## src/rtl/ps2_scancode_decoder.sv

```systemverilog
// PS/2 scan-code set 2 prefix decoder feeding a first-word
// fall-through event FIFO with overflow reporting.
module ps2_scancode_decoder #(
    parameter int FIFO_DEPTH = 4
) (
    input  logic                          clk,
    input  logic                          reset,
    input  logic [7:0]                    rx_data,
    input  logic                          rx_done_tick,
    output logic [7:0]                    ev_code,
    output logic                          ev_ext,
    output logic                          ev_break,
    output logic                          ev_valid,
    input  logic                          ev_ready,
    output logic [$clog2(FIFO_DEPTH):0]   ev_count,
    output logic                          overflow_tick
);

    localparam int AW = $clog2(FIFO_DEPTH);

    typedef enum logic [1:0] {
        IDLE,
        GOT_E0,
        GOT_F0,
        GOT_E0F0
    } state_t;

    state_t state_q, state_d;

    logic          is_e0, is_f0, is_ctrl;
    logic          emit, emit_ext, emit_brk;
    logic          full, push, pop;

    logic [9:0]    mem_q [FIFO_DEPTH];
    logic [9:0]    mem_d [FIFO_DEPTH];
    logic [AW-1:0] wr_ptr_q, wr_ptr_d;
    logic [AW-1:0] rd_ptr_q, rd_ptr_d;
    logic [AW:0]   count_q, count_d;

    always_comb begin
        is_e0   = (rx_data == 8'hE0);
        is_f0   = (rx_data == 8'hF0);
        is_ctrl = 1'b0;
        case (rx_data)
            8'h00, 8'hAA, 8'hEE, 8'hFA,
            8'hFC, 8'hFE, 8'hFF: is_ctrl = 1'b1;
            default:             is_ctrl = 1'b0;
        endcase
    end

    always_ff @(posedge clk or posedge reset) begin
        if (reset) begin
            state_q <= IDLE;
        end else begin
            state_q <= state_d;
        end
    end

    // A prefix byte adds its flag; any other byte returns to IDLE.
    always_comb begin
        state_d = state_q;
        if (rx_done_tick) begin
            if (is_ctrl) begin
                state_d = IDLE;
            end else if (is_e0) begin
                case (state_q)
                    IDLE, GOT_E0: state_d = GOT_E0;
                    default:      state_d = GOT_E0F0;
                endcase
            end else if (is_f0) begin
                case (state_q)
                    IDLE, GOT_F0: state_d = GOT_F0;
                    default:      state_d = GOT_E0F0;
                endcase
            end else begin
                state_d = IDLE;
            end
        end
    end

    always_comb begin
        emit     = rx_done_tick && !is_ctrl && !is_e0 && !is_f0;
        emit_ext = (state_q == GOT_E0) || (state_q == GOT_E0F0);
        emit_brk = (state_q == GOT_F0) || (state_q == GOT_E0F0);
    end

    always_comb begin
        ev_valid = (count_q != '0);
        full     = (count_q == (AW + 1)'(FIFO_DEPTH));
        pop      = ev_valid && ev_ready;
        // A full FIFO still accepts when the head leaves this cycle.
        push          = emit && (!full || pop);
        overflow_tick = emit && full && !pop;
        {ev_ext, ev_break, ev_code} = mem_q[rd_ptr_q];
    end

    always_comb begin
        mem_d    = mem_q;
        wr_ptr_d = wr_ptr_q;
        rd_ptr_d = rd_ptr_q;
        count_d  = count_q;
        if (push) begin
            mem_d[wr_ptr_q] = {emit_ext, emit_brk, rx_data};
            wr_ptr_d        = wr_ptr_q + AW'(1);
        end
        if (pop) begin
            rd_ptr_d = rd_ptr_q + AW'(1);
        end
        case ({push, pop})
            2'b10:   count_d = count_q + (AW + 1)'(1);
            2'b01:   count_d = count_q - (AW + 1)'(1);
            default: count_d = count_q;
        endcase
    end

    always_ff @(posedge clk or posedge reset) begin
        if (reset) begin
            mem_q    <= '{default: '0};
            wr_ptr_q <= '0;
            rd_ptr_q <= '0;
            count_q  <= '0;
        end else begin
            mem_q    <= mem_d;
            wr_ptr_q <= wr_ptr_d;
            rd_ptr_q <= rd_ptr_d;
            count_q  <= count_d;
        end
    end

    assign ev_count = count_q;

endmodule

```

## config.mk

```make
export PLATFORM = sky130hd
export DESIGN_NAME = ps2_scancode_decoder
export DESIGN_NICKNAME = d
export VERILOG_FILES = /design/src/rtl/ps2_scancode_decoder.sv
export SDC_FILE = /design/constraint.sdc
export NUM_CORES = 1
export LEC_CHECK = 0
export ABC_CLOCK_PERIOD_IN_PS = 3400
export CORE_MARGIN = 8
export CORE_UTILIZATION = 35
export CTS_CLUSTER_SIZE = 24
export DETAILED_ROUTE_END_ITERATION = 8
export GPL_ROUTABILITY_DRIVEN = 0
export PLACE_DENSITY = 0.52
export SLEW_MARGIN = 40
export SYNTH_ARGS = -nofsm -noshare
export SYNTH_HDL_FRONTEND = slang
export SYNTH_SLANG_ARGS = --single-unit
```

## constraint.sdc

```tcl
create_clock -name clk -period 3.4 [get_ports clk]
set_clock_uncertainty 0.1 [all_clocks]
set_input_delay 0.51 -clock clk [delete_from_list [all_inputs] [get_ports clk]]
set_output_delay 0.51 -clock clk [all_outputs]
set_load 0.02 [all_outputs]
```

# After elaboration in Yosys (flattened, before gate mapping)
# Cells that the tools add are included.
[totals] reg_bits=49 out_inout_bits=15
[op_classes] add_sub_neg=4 n_lt_le_gt_ge=3 n_eq_ne=14 mux=13 n_bitwise=2 n_reduce_logical=23
[ops] cell="8-bit == test, second input constant" n=8
[ops] cell="40-bit bitwise mux" n=1
[ops] cell="10-bit 2-to-1 mux" n=3
[ops] cell="10-bit binary-select mux with 2-bit select" n=1
[ops] cell="10-bit demux with 2-bit select" n=1
[ops] cell="1-bit logical AND" n=8
[ops] cell="8-bit logical NOT" n=1
[ops] cell="2-bit 2-to-1 mux" n=4
[ops] cell="7-bit OR reduction" n=1
[ops] cell="2-bit == test, second input constant" n=3
[ops] cell="3-bit >= comparator, second input constant" n=2
[ops] cell="2-bit inverter with 3-bit output" n=2
[ops] cell="3-bit one-hot mux with 2 select lines" n=1
[ops] cell="1-bit logical NOT" n=5
[ops] cell="2-bit by 1-bit adder with 2-bit output, second input constant" n=2
[ops] cell="2-bit by 1-bit == test with 1-bit output, second input constant" n=2
[ops] cell="2-bit OR reduction" n=2
[ops] cell="3-bit by 1-bit adder with 3-bit output, second input constant" n=1
[ops] cell="3-bit == test, second input constant" n=1
[ops] cell="1-bit logical OR" n=3
[ops] cell="3-bit by 1-bit less-than comparator with 1-bit output, second input constant" n=1
[ops] cell="3-bit nonzero test" n=1
[ops] cell="3-bit by 1-bit subtractor with 3-bit output, second input constant" n=1
[ops] cell="2-bit logical NOT" n=1
[ops] cell="2 further kinds" n=3

# Logic depth before layout (Yosys ltp)
[depth] word_depth=10 ltp_mapped=12 mapped_depth_nobuf=11

# Least setup slack after synthesis
# No wires, ideal clock.
[synth_timing] path_kind="input to register" start="input rx_data[0]" end="register count_q[2] (netlist: ev_count[2])" setup_ns=0.080 arrival_ns=2.550 required_time_ns=3.220 slack_ns=0.670 stages=11 n_path_buf=0 cell_sequence="nor4_1 a211oi_1 o2bb2ai_4 nor2b_1 inv_1 ha_1 inv_1 fa_1 xor2_1 nor2_1 xor2_1"
[synth_between] elab_chain_cells=10
[synth_rtl] item="start, declared" line_no="8" source="input logic [7:0] rx_data,"
[synth_rtl] item="8-bit == test / 8-bit logical NOT (equally long branches)" line_no="44" source="case (rx_data)"
[synth_rtl] item="7-bit OR reduction" line_no="44"
[synth_rtl] item="1-bit 2-to-1 mux" line_no="44"
[synth_rtl] item="1-bit logical NOT" line_no="82" source="emit = rx_done_tick && !is_ctrl && !is_e0 && !is_f0;"
[synth_rtl] item="1-bit logical AND (2 in series)" line_no="82"
[synth_rtl] item="1-bit logical AND (*)" line_no="82"
[synth_rtl] item="1-bit logical AND (*)" line_no="92" source="push = emit && (!full || pop);"
[synth_rtl] item="2-bit by 1-bit == test with 1-bit output / 2-bit == test (equally long branches)" line_no="109" source="case ({push, pop})"
[synth_rtl] item="3-bit one-hot mux with 2 select lines / 2-bit nonzero test (equally long branches)"
[synth_rtl] item="end signal, assigned" line_no="126" source="count_q <= count_d;"
[synth_rtl] item="end, declared" line_no="38" source="logic [AW:0] count_q, count_d;"
# Every way passes the cells marked *; elsewhere a longest branch is shown, timed or not.
# A chain may end at the register's enable or synchronous reset.

# Worst setup path after layout
[layout_timing] start="input rx_data[6]" end="output overflow_tick"
[layout_between] elab_chain_cells=9
[layout_rtl] item="8-bit == test / 8-bit logical NOT (equally long branches)" line_no="44"
[layout_rtl] item="7-bit OR reduction" line_no="44"
[layout_rtl] item="1-bit 2-to-1 mux" line_no="44"
[layout_rtl] item="1-bit logical NOT" line_no="82"
[layout_rtl] item="1-bit logical AND (2 in series)" line_no="82"
[layout_rtl] item="1-bit logical AND (*)" line_no="82"
[layout_rtl] item="1-bit logical AND (*) (2 in series)" line_no="93" source="overflow_tick = emit && full && !pop;"
[layout_rtl] item="end, declared" line_no="16" source="output logic overflow_tick"
# Marked as above.

==> metrics.csv <==
metric,value,unit
status,"finished, final reports clean",
initial antenna violation count,0,
Worst path top cell family by delay,buffers and inverters,
Initial Util,36.41,%
Psw,0.9269,mW
number of cells on the worst hold path,1,
Worst-Margin Slew,657.9,ps
reg-to-reg critical path startpoint,ev_count[0],
Post-Syn Instances,160,
Vias per Instance,5.066,
synth warn,0,
cells along the critical path,clkdlybuf4s50_1 -> and3_1 -> a211oi_1 -> o2bb2ai_4 -> nor2_1 -> clkdlybuf4s50_1,
postcts setup bufs,0,
Post-Syn Area,2338,um2
share of post-route cells with drive strength above 1,35.03,%
Max Fclk,0.3181,GHz
die area,9553,um2
Hold Path End,mem_q[34],
CP endpoint kind,output pin,
Arrival @ worst endpoint,2530,ps
area grow syn2layout,21.72,%
clock share of power,15.4,%
Yosys reg bits,49,
Layout Nets,214,
max-cap viol count,0,
slowest cell on the critical path,clkdlybuf4s50_1,
Comb pwr share,47.4,%
sequential share of power,37.1,%
dpl hpwl,3643,um
CTS H-tree depth,2,
iteration-0 DRC count of the detailed router,35,
die height,97.74,um
TritonCTS clock tree,built,
worst min path class,register to register,
Total Wirelength,5131,um
Pre-antenna DRT Iters,2,
critical path class,primary input to output pin,
asr flop ratio synth,100.0,%
hold_buf cts,0,
clock buffer depth,2,
largest net degree at the start of global routing,50,
# resized after CTS,0,
top_reg_cell synth,dfrtp_1,
WL per Instance,18.73,um
Setup crit start kind,primary input,
design area,2846,um2
IO buf count,26,
via count,1388,
Final ANT Viol Nets,0,
final worst path period need,3144,ps
Pins Over Slew Limit,0,
placed cell areas,2735,um2
drc violations,0,
count of cell types in the netlist,28,
Core Rows,29,
fin crit share,92.47,%
reg2reg path depth,9,
core area,6422,um2
CP bufs+invs,2,
Final setup viols,0,
overall global routing resource usage,11.63,%
Post-synth EDFFs,0,
Worst IR Drop VDD,0.0004056,V
I/O pin cnt,27,
vias in the first global route,1635,
CTS sink count,49,
worst-path maximum fanout,8,
Worst slew margin,56.14,%
Total Power,2.678,mW
"Clk pin slew, worst setup/hold paths",90,ps
global-route wire length before repair,8625,um
TNS Setup,0,ps
Most common cell on crit path,clkdlybuf4s50_1,
area occupied by multi-input gates,1064,um2
worst setup path startpoint,rx_data[6],
Critical Path RT,2790,ps
sequential element share of the synthesized area,52.43,%
worst reg2reg endpoint,ev_count[2],
Sw Ratio,34.62,%
CTS root buffer,clkbuf_8,
internal power,1.751,mW
hold_sp,mem_q[34],
worst skew pair latency,300,ps
RSZ-0062 raised after global routing,no,
Antenna Cells,0,
R2R Setup Slk,720,ps
Crit path largest cell delay,620,ps
Syn Area/Cell,14.62,um2
Final Hold Fails,0,
Pwr per Cell Area,940.7,nW/um2
TritonCTS Buffers,5,
Sequential cell area,1226,um2
P_leak,1.212,nW
Synth Net Count,178,
Fill cells,576,
GRT overflow,0,
Die W,97.74,um
-- power groups by stage --
stage	sequential (mW)	clock, mW	combinational, mW
after floorplan	0.957	0	0.862
after global placement	0.979	0	1.27
after detailed placement	1.01	0	1.30
after CTS	0.996	0.430	1.30
after global routing	1.03	0.456	1.38
final	0.995	0.413	1.27
-- worst reg2reg max path, cell delays in order, from the launching register on --
cell,delay [ps]
dfrtp_1,430
or4b_2,770
nor2b_1,190
inv_1,60
ha_1,170
inv_1,60
fa_1,370
xor2_1,150
nor2_1,130
xor2_1,170
-- synth_stat cells (all sizes together), types with 2 or more instances --
master  instances  share of area, %
xnor2           3               1.1
mux4           10               9.6
clkbuf          2              0.32
nand2           8               1.3
dfrtp          49                52
buf             2              0.32
and3            2              0.53
xor2            4               1.5
inv             9               1.4
nor2            7               2.4
mux2           41                20
nor4            2              0.53
a211oi          2              0.64
o21ai           3              0.64
ha              5               2.7
-- cell families (layout without fill, tap and decap cells) --
family	count (synthesis)	count (layout)	synth area share (%)
AO/OA/AOI/OAI	6	6	2.461
XOR/XNOR	7	7	2.622
adder cells (fa/ha/maj)	6	6	3.531
buffers and inverters	13	50	2.087
flip-flops	49	49	52.43
multiplexers	52	52	29.80
AND/OR/NAND/NOR	27	27	7.063
-- registers in the layout (all words and copies together), names as in the netlist --
register  flops
ev_count      3
rd_ptr_q      2
state_q       2
mem_q        40
wr_ptr_q      2
-- routing by layer --
metal  routed length (um)  global-route usage, %  vias to the layer above
met4                   49                  3.597                        0
met1                 2241                  13.49                      717
met3                  168                  2.626                        5
met5                    0                      0                        -
met2                 2671                  20.77                       23
li1                     -                      -                      643
-- cell type report --
type / instances / area share, %
timing repair buffer: 33 / 10.99
clock buffer: 6 / 2.549
clock inverter: 2 / 1.363
tap: 77 / 3.385
sequential: 49 / 43.08
multi-input combinational: 98 / 37.36
inverter: 9 / 1.275
-- through the flow --
stage	hold slack [ps]	cells	util [%]	setup slack, ps
6_report	392.1	274	44.32	256.2
5_1_grt	411.5	274	44.32	103.5
4_1_cts	399.1	274	44.32	220.3
3_5_place_dp	377.2	266	42.59	153.9
3_3_place_gp	362.3	266	42.55	275.8
2_1_floorplan	352.6	160	-	670.0
-- placed cells by master (no fill, tap or decap) --
| cell | n |
|---|---|
| xor2_1 | 4 |
| and3_1 | 2 |
| mux2_1 | 3 |
| and2_1 | 1 |
| nand3b_1 | 1 |
| nand2_1 | 8 |
| ha_1 | 5 |
| nor2_1 | 3 |
| mux2i_1 | 1 |
| clkbuf_8 | 5 |
| nor4_1 | 2 |
| clkdlybuf4s50_1 | 26 |
| dfrtp_1 | 49 |
| o2bb2ai_4 | 1 |
| bufinv_16 | 1 |
| clkinv_4 | 1 |
| xnor2_1 | 3 |
| or3_1 | 1 |
| fa_1 | 1 |
| a211oi_1 | 2 |
| o21ai_0 | 3 |
| nor2b_1 | 1 |
| buf_4 | 7 |
| nand4_1 | 1 |
| mux4_2 | 10 |
| nand2b_1 | 1 |
| nand3_1 | 1 |
| mux2_2 | 38 |
| inv_4 | 1 |
| inv_1 | 8 |
| or4b_2 | 1 |
| clkbuf_1 | 1 |
| nor2_4 | 4 |
-- worst max path at each step --
stage | end | slack (ps) | cells after the start
2_1_floorplan | ev_count[2] | 670 | 11
3_3_place_gp | ev_count[2] | 280 | 12
3_5_place_dp | ev_count[2] | 150 | 12
4_1_cts | overflow_tick | 220 | 6
5_1_grt | overflow_tick | 100 | 6
6_report | overflow_tick | 260 | 6
No activity file was read; power rests on OpenSTA's default activity.
